<file path="src/rtl/pclk_gen_pkg.sv">
// Shared definitions for the pixel clock divider: run-state encoding and
// the power-on divisor defaults.
package pclk_gen_pkg;

    typedef enum logic {
        ST_IDLE = 1'b0,
        ST_RUN  = 1'b1
    } pclk_state_e;

    localparam int PCLK_CNT_W        = 16;
    localparam int PCLK_DEFAULT_HALF = 5;

endpackage

</file>
<file path="src/rtl/pclk_gen_half_counter.sv">
// Half-period counter: counts 0..last and wraps to 0 on terminal count;
// a synchronous clear forces it back to 0.
module half_counter #(
    parameter int CNT_W = 16
) (
    input  logic             aclk,
    input  logic             resetn,
    input  logic             clr,
    input  logic [CNT_W-1:0] last,
    output logic [CNT_W-1:0] cnt,
    output logic             tc
);

    localparam logic [CNT_W-1:0] ONE = {{(CNT_W-1){1'b0}}, 1'b1};

    assign tc = (cnt == last);

    always_ff @(posedge aclk or negedge resetn) begin
        if (!resetn) begin
            cnt <= '0;
        end else if (clr || tc) begin
            cnt <= '0;
        end else begin
            cnt <= cnt + ONE;
        end
    end

endmodule

</file>
<file path="src/rtl/pclk_gen.sv">
// Programmable pixel clock divider: pclk has a 2N-cycle period with edge strobes,
// a shadowed divisor that only changes at a falling edge, and a phase re-sync.
module pclk_gen
    import pclk_gen_pkg::*;
#(
    parameter int CNT_W        = PCLK_CNT_W,
    parameter int DEFAULT_HALF = PCLK_DEFAULT_HALF
) (
    input  logic             aclk,
    input  logic             resetn,
    input  logic             en,
    input  logic [CNT_W-1:0] half_div,
    input  logic             div_load,
    input  logic             sync,
    output logic             pclk,
    output logic             pclk_rise,
    output logic             pclk_fall,
    output logic             div_pending,
    output logic             dbg_state
);

    localparam logic [CNT_W-1:0] ONE = {{(CNT_W-1){1'b0}}, 1'b1};

    pclk_state_e      state, state_nx;
    logic [CNT_W-1:0] div_act, div_act_nx;
    logic [CNT_W-1:0] div_pend_val, div_pend_val_nx;
    logic             div_pending_nx;
    logic             pclk_nx, rise_nx, fall_nx;
    logic [CNT_W-1:0] n_eff, n_last, cnt;
    logic             tc, cnt_clr;
    logic             apply, sync_take, direct;

    // A divisor of 0 would give no phase at all, so it runs as 1.
    assign n_eff  = (div_act == '0) ? ONE : div_act;
    assign n_last = n_eff - ONE;

    half_counter #(.CNT_W(CNT_W)) u_cnt (
        .aclk   (aclk),
        .resetn (resetn),
        .clr    (cnt_clr),
        .last   (n_last),
        .cnt    (cnt),
        .tc     (tc)
    );

    // sync is honoured in IDLE (divisor only) and in RUN while still enabled.
    assign sync_take = sync && ((state == ST_IDLE) || en);
    assign direct    = sync_take && div_load;

    always_comb begin
        state_nx        = state;
        cnt_clr         = 1'b1;
        pclk_nx         = 1'b0;
        rise_nx         = 1'b0;
        fall_nx         = 1'b0;
        apply           = 1'b0;
        div_act_nx      = div_act;
        div_pend_val_nx = div_pend_val;
        div_pending_nx  = div_pending;

        case (state)
            ST_IDLE: begin
                apply = div_pending;
                if (en) begin
                    state_nx = ST_RUN;
                end
            end
            ST_RUN: begin
                if (!en) begin
                    state_nx = ST_IDLE;
                    fall_nx  = pclk;
                end else if (sync) begin
                    fall_nx = pclk;
                    apply   = div_pending;
                end else begin
                    cnt_clr = 1'b0;
                    if (tc) begin
                        pclk_nx = ~pclk;
                        rise_nx = ~pclk;
                        fall_nx = pclk;
                        // Only a 1->0 toggle may swap divisors, so a high phase is never cut short.
                        apply   = pclk && div_pending;
                    end else begin
                        pclk_nx = pclk;
                    end
                end
            end
            default: begin
                state_nx = ST_IDLE;
            end
        endcase

        if (direct) begin
            div_act_nx     = half_div;
            div_pending_nx = 1'b0;
        end else begin
            if (apply) begin
                div_act_nx     = div_pend_val;
                div_pending_nx = 1'b0;
            end
            if (div_load) begin
                div_pend_val_nx = half_div;
                div_pending_nx  = 1'b1;
            end
        end
    end

    always_ff @(posedge aclk or negedge resetn) begin
        if (!resetn) begin
            state        <= ST_IDLE;
            pclk         <= 1'b0;
            pclk_rise    <= 1'b0;
            pclk_fall    <= 1'b0;
            div_act      <= CNT_W'(DEFAULT_HALF);
            div_pend_val <= '0;
            div_pending  <= 1'b0;
        end else begin
            state        <= state_nx;
            pclk         <= pclk_nx;
            pclk_rise    <= rise_nx;
            pclk_fall    <= fall_nx;
            div_act      <= div_act_nx;
            div_pend_val <= div_pend_val_nx;
            div_pending  <= div_pending_nx;
        end
    end

    assign dbg_state = (state == ST_RUN);

endmodule

</file>
<file path="config.mk">
export PLATFORM = sky130hd
export DESIGN_NAME = pclk_gen
export DESIGN_NICKNAME = d
export VERILOG_FILES = /design/src/rtl/pclk_gen_pkg.sv /design/src/rtl/pclk_gen_half_counter.sv /design/src/rtl/pclk_gen.sv
export SDC_FILE = /design/constraint.sdc
export NUM_CORES = 1
export LEC_CHECK = 0
export CAP_MARGIN = 10
export CORE_ASPECT_RATIO = 1.25
export CORE_MARGIN = 5
export CORE_UTILIZATION = 58
export DETAILED_ROUTE_END_ITERATION = 6
export HOLD_SLACK_MARGIN = 0.05
export PLACE_DENSITY_LB_ADDON = 0.12
export SLEW_MARGIN = 30
export SYNTH_ARGS = -nofsm -noshare
export SYNTH_HDL_FRONTEND = slang
export SYNTH_SLANG_ARGS = --single-unit
</file>
<file path="constraint.sdc">
create_clock -name aclk -period 4.52 [get_ports aclk]
set_input_delay 0.678 -clock aclk [delete_from_list [all_inputs] [get_ports aclk]]
set_output_delay 0.678 -clock aclk [all_outputs]
set_load 0.03 [all_outputs]
</file>
==> impl_results.md, run 1 <==
- M2 GR Usage: 31.0%
- Sequential Power Share: between 50% and 60%
- Sink Count: between 50 and 60
- Synth Flop Type: dfrtp_1
- Final #Nets: roughly 340
- Vias in the first global route: approximately 2200
- Post-Route Skew: 0.00630 ns
- Switching power: 0.349 mW
- Worst setup path category: flop to flop
- Cells after synthesis: about 290
- Sw Share: between 30% and 40%
- Cell row count: 29
- Final TNS setup: 0 ns
- Lkg Pwr: 1.40 nW
- N_diodes: 0
- Period utilization: 88.1%
- Status: completed
- Async S/R FF share, synth: 100%
- # Max-Cap Violations: 0
- Design Power: roughly 1.1 mW
- Vias: 2205
- Post-synth EDFFs: 0
- Antenna Nets Post-Route: 0
- Total gr overflow: 0
- Met1 usage: 25.9%
- Clk network pwr share: 23.8%
- Crit. End Element: flop
- Final Hold Fails: 0
- Gate power share: 22.7%
- Met3 usage: ~3.3%
- Area growth, synth to finish: 13.0%
- R2R Setup Slk: 0.54 ns
- Critical R2R Capture: u_cnt.cnt[8]$_DFF_PN0_
- Top-Level Pins: 26
- Clock buffer depth: 2
- Core Area: 5010 um^2
- Starting Density: around 59%
- GRT Total Usage: 19.2%
- Slew margin rel.: 45.0%
- Die X: 73.9 um
- Cts hold-fix bufs: 0
- Cells along the critical path: or4_1 > or3_1 > nor2_1 > nor2_1 > ha_1 > xnor2_1 > xnor2_1 > a311oi_1 > nand3_1 > nor4_1 > nand3_1 > nand3_1 > nor2_1
- Clk slew on worst S/H paths: 0.10 ns
- Die area: ~6600 um^2
- Synth area leaders: dfrtp_1 (43%), xor2_1 (6.2%), mux2_2 (6.1%)
- Setup crit start kind: flop
- Post-DR wirelength/cell: 15.3 um
- H-tree depth: 2
- First-pass GRT wire length: 10200 um
- Post-route design area: 3340 um^2
- Layout cells sized above 1: between 10% and 20%
- Synth area leader: dfrtp_1
- Die height: between 80 and 90 um
- CP top delay family: simple AND/OR/NAND/NOR gates
- Worst EP required: 4.69 ns
- Root buf cell: clkbuf_8
- Setup-failing EPs final: 0
- Worst-case reg-to-reg path depth: 13
- Vias/cell: approximately 5.8
- Worst skew pair latency: 0.30 ns
- Synthesis-stage register bit count: 53
- Mapped Avg Cell Area: 10.1 um^2
- Slew Limit Fails: 0
- Post-synthesis sequential area ratio: 44.9%
- Post_cts resized: 0
- Largest net degree at the start of global routing: 54
- Port bufs: 25
- Worst path bufs/invs: 0
- Area post-placement: 3250 um^2
- Post-Syn Area: 2960 um^2
- Area share of the largest cell type after synthesis: between 40% and 50%
- Worst slew pin tran: 0.817 ns
- WL final: between 5000 and 6000 um
- DPL Wire Length: roughly 4300 um
- Num CTS Buffers: 5
- Critical Path Slowest Stage Cell: or4_1
- Post-synth cell types: 48
- CP max stage delay: 0.65 ns
- Final Critical Period: 3.98 ns
- FMAX: between 200 and 300 MHz
- Syn nets: 317
- Start point of the critical path: div_act[8]$_DFFE_PN0P_
- Internal Power: 0.776 mW
- RSZ-0062 raised after global routing: false
- P per Cell Area: approximately 340 nW/um^2
- Setup slack after layout: 0.539 ns
- Worst VDD drop: 0.000258 V
- Final GP Congestion: ~0.9
- Setup bufs post-CTS: 0
- Synth warn: 0
- Fillers: 411
- CTS tree: yes
- Pre-Repair DR Iteration Count: 4
- # DRC: 0
- CP arrival: 4.15 ns
- Worst hold-check path type: input port to asynchronous set/reset pin
- Busiest grt layer: met2
- DRT iter0 DRCs: 93
- Post-Place Worst Slack: 0.557 ns
- CP Max Fanout: 16
- Initial antenna violation count: 0
- Reg-to-reg startpoint: div_act[8]$_DFFE_PN0P_
-- worst max-delay path by stage --
stage | end | slack, ns | cells after the start
2_1_floorplan | u_cnt.cnt[10]$_DFF_PN0_ | 0.96 | 15
3_3_place_gp | div_act[8]$_DFFE_PN0P_ | 0.62 | 14
3_5_place_dp | u_cnt.cnt[8]$_DFF_PN0_ | 0.56 | 13
4_1_cts | u_cnt.cnt[8]$_DFF_PN0_ | 0.53 | 13
5_1_grt | u_cnt.cnt[12]$_DFF_PN0_ | 0.21 | 13
6_report | u_cnt.cnt[8]$_DFF_PN0_ | 0.54 | 13
-- flip-flops by register name, indices dropped and copies added, names as in the netlist --
register,count
dbg_state,1
div_act,16
div_pend_val,16
div_pending,1
pclk,1
pclk_fall,1
pclk_rise,1
u_cnt.cnt,16
-- cells in the final DEF (no fill, tap or decap), types with 3 or more instances in the layout --
master           synthesis  layout
dfrtp_1                 51      51
nor2_1                  42      42
clkdlybuf4s50_1          0      24
xor2_1                  21      21
a21oi_1                 19      19
mux2i_1                 17      17
mux2_2                  16      16
nand3_1                 13      13
nand2_1                 13      13
xnor2_1                 11      11
inv_1                    9       9
nor3_1                   6       6
and3_1                   6       6
o21ai_0                  6       6
or4_1                    5       5
nor4_1                   5       5
a31oi_1                  5       5
clkbuf_8                 0       5
or4_4                    3       3
nand2b_1                 3       3
buf_4                    0       3
-- logic make-up (layout without fill, tap and decap cells) --
family                     Yosys count  count (layout)  synth area share (%)
DFF                                 53              53                  44.9
xor gates and xnor gates            33              33                  10.2
muxes                               33              33                  11.8
and+or+nand+nor                    106             106                  18.7
adders and majority gates            2               2                 0.846
buffers and inverters               20              45                  2.84
AOI/OAI and AO/OA                   47              47                  10.6
-- power by group through the flow --
stage                     clock network (mW)  logic, mW  registers [mW]
after floorplan                            0      0.204           0.583
after global placement                     0      0.254           0.609
after detailed placement                   0      0.255           0.611
after CTS                              0.278      0.256           0.601
after global routing                   0.297      0.283           0.614
final                                  0.267      0.255           0.603
-- per-stage QoR --
stage,std cells,utilization (%),hold slack (ns)
detailed placement,373,64.9,0.492
floorplan,294,-,0.382
CTS,381,66.7,0.499
global placement,373,64.9,0.487
global route,381,66.7,0.530
finish,381,66.7,0.474
-- layout make-up --
cell class / instances / area (um^2) / area share (%)
multi-input cells: 221 / 1540 / 46.2
flip-flops and latches: 53 / 1330 / 39.8
repair buffers: 28 / 268 / 8.01
well taps: 62 / 77.6 / 2.32
clock buffers: 5 / 68.8 / 2.06
inverters: 9 / 33.8 / 1.01
clock inverters: 3 / 21.3 / 0.636
-- layer usage --
layer  up-vias  part of all wire, %
li1       1104                    -
met1      1051                   45
met2        44                   49
met3         6                  4.4
met4         0                  1.5
met5         -                    0
-- synthesized netlist by cell type, types with 3 or more instances --
| master | number |
|---|---|
| dfrtp_1 | 51 |
| nor2_1 | 42 |
| xor2_1 | 21 |
| a21oi_1 | 19 |
| mux2i_1 | 17 |
| mux2_2 | 16 |
| nand2_1 | 13 |
| nand3_1 | 13 |
| xnor2_1 | 11 |
| clkbuf_1 | 9 |
| inv_1 | 9 |
| and3_1 | 6 |
| nor3_1 | 6 |
| o21ai_0 | 6 |
| a31oi_1 | 5 |
| nor4_1 | 5 |
| or4_1 | 5 |
| nand2b_1 | 3 |
| or4_4 | 3 |
Note: power is estimated with default switching activity, not from simulation.
==> run 2, diff against run 1 <==
--- a/config.mk
+++ b/config.mk
@@ -10,6 +10,7 @@
 export CORE_MARGIN = 5
 export CORE_UTILIZATION = 58
 export DETAILED_ROUTE_END_ITERATION = 6
+export GPL_ROUTABILITY_DRIVEN = 1
 export HOLD_SLACK_MARGIN = 0.05
 export PLACE_DENSITY_LB_ADDON = 0.12
 export SLEW_MARGIN = 30
==> results of run 2 <==
The final DEF is identical to that of run 1; final timing and power are the same.
==> run 3, diff against run 2 <==
--- a/config.mk
+++ b/config.mk
@@ -12,7 +12,8 @@
 export DETAILED_ROUTE_END_ITERATION = 6
 export GPL_ROUTABILITY_DRIVEN = 1
 export HOLD_SLACK_MARGIN = 0.05
-export PLACE_DENSITY_LB_ADDON = 0.12
+export PLACE_DENSITY = 0.87
+export SKIP_LAST_GASP = 1
 export SLEW_MARGIN = 30
 export SYNTH_ARGS = -nofsm -noshare
 export SYNTH_HDL_FRONTEND = slang
==> run 3 against run 2 <==
  * Worst hold slack got worse by 0.0087 ns
  * Global-route usage up 0.27 points
  * Total power up 2.7%
  * Clock power grew 10%
  * Final area rose by 0.45%
==> impl_results.md, run 3 (same netlist as run 1, synthesis figures left out) <==
- Post-Place Worst Slack: 0.574 ns (was 0.557 ns)
- DRT iter0 DRCs: 125 (was 93)
- Vias/cell: 5.94 (was 5.79)
- FMAX: 254 MHz (was 251 MHz)
- WL final: 5920 um (was 5850 um)
- Setup-failing EPs final: 0 (unchanged)
- Period utilization: 87.0% (was 88.1%)
- Post-DR wirelength/cell: 15.5 um (was 15.3 um)
- Sink Count: 53 (unchanged)
- Slew Limit Fails: 0 (unchanged)
- Met1 usage: 26.3% (was 25.9%)
- Core Area: 5010 um^2 (unchanged)
- Fillers: 407 (was 411)
- Lkg Pwr: 1.41 nW (was 1.40 nW)
- Area post-placement: 3250 um^2 (unchanged)
- Pre-Repair DR Iteration Count: 4 (unchanged)
- Final Hold Fails: 0 (unchanged)
- GRT Total Usage: 19.5% (was 19.2%)
- CP arrival: 4.10 ns (was 4.15 ns)
- Met3 usage: 2.57% (was 3.35%)
- Crit. End Element: flop (unchanged)
- Vias in the first global route: 2233 (was 2226)
- Setup crit start kind: flop (unchanged)
- H-tree depth: 2 (unchanged)
- Worst VDD drop: 0.000267 V (was 0.000258 V)
- Commonest non-fill, non-tap cell in the layout: dfrtp_1 (unchanged)
- First-pass GRT wire length: 10400 um (was 10200 um)
- Vias: 2262 (was 2205)
- Clock buffer depth: 2 (unchanged)
- Total gr overflow: 0 (unchanged)
- Smallest hold slack: 0.465 ns (was 0.474 ns)
- Biggest registers after layout: div_act: 16 flops, div_pend_val: 16 flops, u_cnt.cnt: 16 flops (unchanged)
- Commonest cells after routing, fill and taps aside: dfrtp_1 (51), nor2_1 (42), clkdlybuf4s50_1 (24) (unchanged)
- Worst setup path category: flop to flop (unchanged)
- Clk slew on worst S/H paths: 0.10 ns (about the same)
- # DRC: 0 (unchanged)
- Layout cells sized above 1: 11.6% (unchanged)
- Final #Nets: 341 (unchanged)
- Area growth, synth to finish: 13.5% (was 13.0%)
- Post-Route Skew: 0.0108 ns (was 0.00630 ns)
- CTS tree: yes (unchanged)
- Top-Level Pins: 26 (unchanged)
- N_diodes: 0 (unchanged)
- Worst skew pair latency: 0.30 ns (about the same)
- Post_cts resized: 0 (unchanged)
- Root buf cell: clkbuf_8 (unchanged)
- P per Cell Area: 344 nW/um^2 (was 337 nW/um^2)
- Starting Density: 59.0% (unchanged)
- Initial antenna violation count: 0 (unchanged)
- Final Critical Period: 3.93 ns (was 3.98 ns)
- Num CTS Buffers: 5 (unchanged)
- Cts hold-fix bufs: 0 (unchanged)
- Die area: 6630 um^2 (unchanged)
- Die height: 89.8 um (unchanged)
- Worst EP required: 4.69 ns (about the same)
- DPL Wire Length: 4460 um (was 4340 um)
- Largest net degree at the start of global routing: 54 (unchanged)
- Final GP Congestion: 0.962 (was 0.890)
- Setup slack after layout: 0.586 ns (was 0.539 ns)
- Setup bufs post-CTS: 0 (unchanged)
- Die X: 73.9 um (unchanged)
- Cell row count: 29 (unchanged)
- Status: completed (unchanged)
- Antenna Nets Post-Route: 0 (unchanged)
- Worst slew pin tran: 0.752 ns (was 0.817 ns)
- Design Power: 1.15 mW (was 1.12 mW)
- RSZ-0062 raised after global routing: false (unchanged)
- Final TNS setup: 0 ns (unchanged)
- Worst hold-check path type: input port to asynchronous set/reset pin (unchanged)
- # Max-Cap Violations: 0 (unchanged)
- Post-route design area: 3360 um^2 (was 3340 um^2)
- Worst-case reg-to-reg path depth: 14 (was 13)
- Port bufs: 25 (unchanged)
- M2 GR Usage: 31.4% (was 31.0%)
- CP Max Fanout: 16 (unchanged)
- Busiest grt layer: met2 (unchanged)
- Slew margin rel.: 49.4% (was 45.0%)
==> run 3: changes by cell type in the layout (fill, tap and decap cells not counted), sizes merged <==
cell	before	now
clkinvlp	1	0
clkbuf	5	7
clkinv	1	0
==> run 3: final cells by class <==
cell class	count	area, um^2	area share [%]
repair buffers	28	268	7.98
well taps	62	77.6	2.31
multi-input cells	221	1540	46.0
clock buffers	7	96.3	2.87
inverters	9	33.8	1.01
clock inverters	1	8.76	0.261
flip-flops and latches	53	1330	39.6
==> run 3: critical path, stage by stage, from the launching register on <==
cell and delay (ns):
dfrtp_1 0.44, or4_1 0.64, or3_1 0.44, nor2_1 0.16, nor2_1 0.06, ha_1 0.22
nor3b_1 0.20, nand4b_1 0.11, o21ai_0 0.08, o21ai_0 0.33, and4bb_1 0.30, a31oi_4 0.17
buf_4 0.30, mux2i_1 0.24, a21oi_1 0.10
==> run 3: layer usage <==
layer | vias up | wire length (um)
li1 | 1098 | -
met1 | 1103 | 2560
met2 | 51 | 3000
met3 | 10 | 229
met4 | 0 | 131
met5 | - | 0
==> run 3: report_power, final <==
part	internal (mW)	switching, mW	total, mW
clock	0.142	0.153	0.294
combinational	0.133	0.124	0.258
sequential	0.532	0.0706	0.603
total	0.807	0.348	1.15
==> run 3: through the flow <==
step | std cells | util, %
2_1_floorplan | 294 | -
3_3_place_gp | 373 | 64.9
3_5_place_dp | 373 | 64.9
4_1_cts | 381 | 67.0
5_1_grt | 381 | 67.0
6_report | 381 | 67.0
==> run 3: path summary, 6_finish.rpt <==
path / startpoint / slack (ns) / end
min reg2reg: div_pend_val[2]$_DFFE_PN0P_ / 0.51 / div_pend_val[2]$_DFFE_PN0P_
max in group asynchronous: resetn / 3.60 / u_cnt.cnt[2]$_DFF_PN0_
max: div_act[8]$_DFFE_PN0P_ / 0.59 / div_act[10]$_DFFE_PN0P_
min in group aclk: div_pend_val[2]$_DFFE_PN0P_ / 0.51 / div_pend_val[2]$_DFFE_PN0P_
min: resetn / 0.46 / div_act[1]$_DFFE_PN0P_
max reg2reg: div_act[8]$_DFFE_PN0P_ / 0.59 / div_act[10]$_DFFE_PN0P_
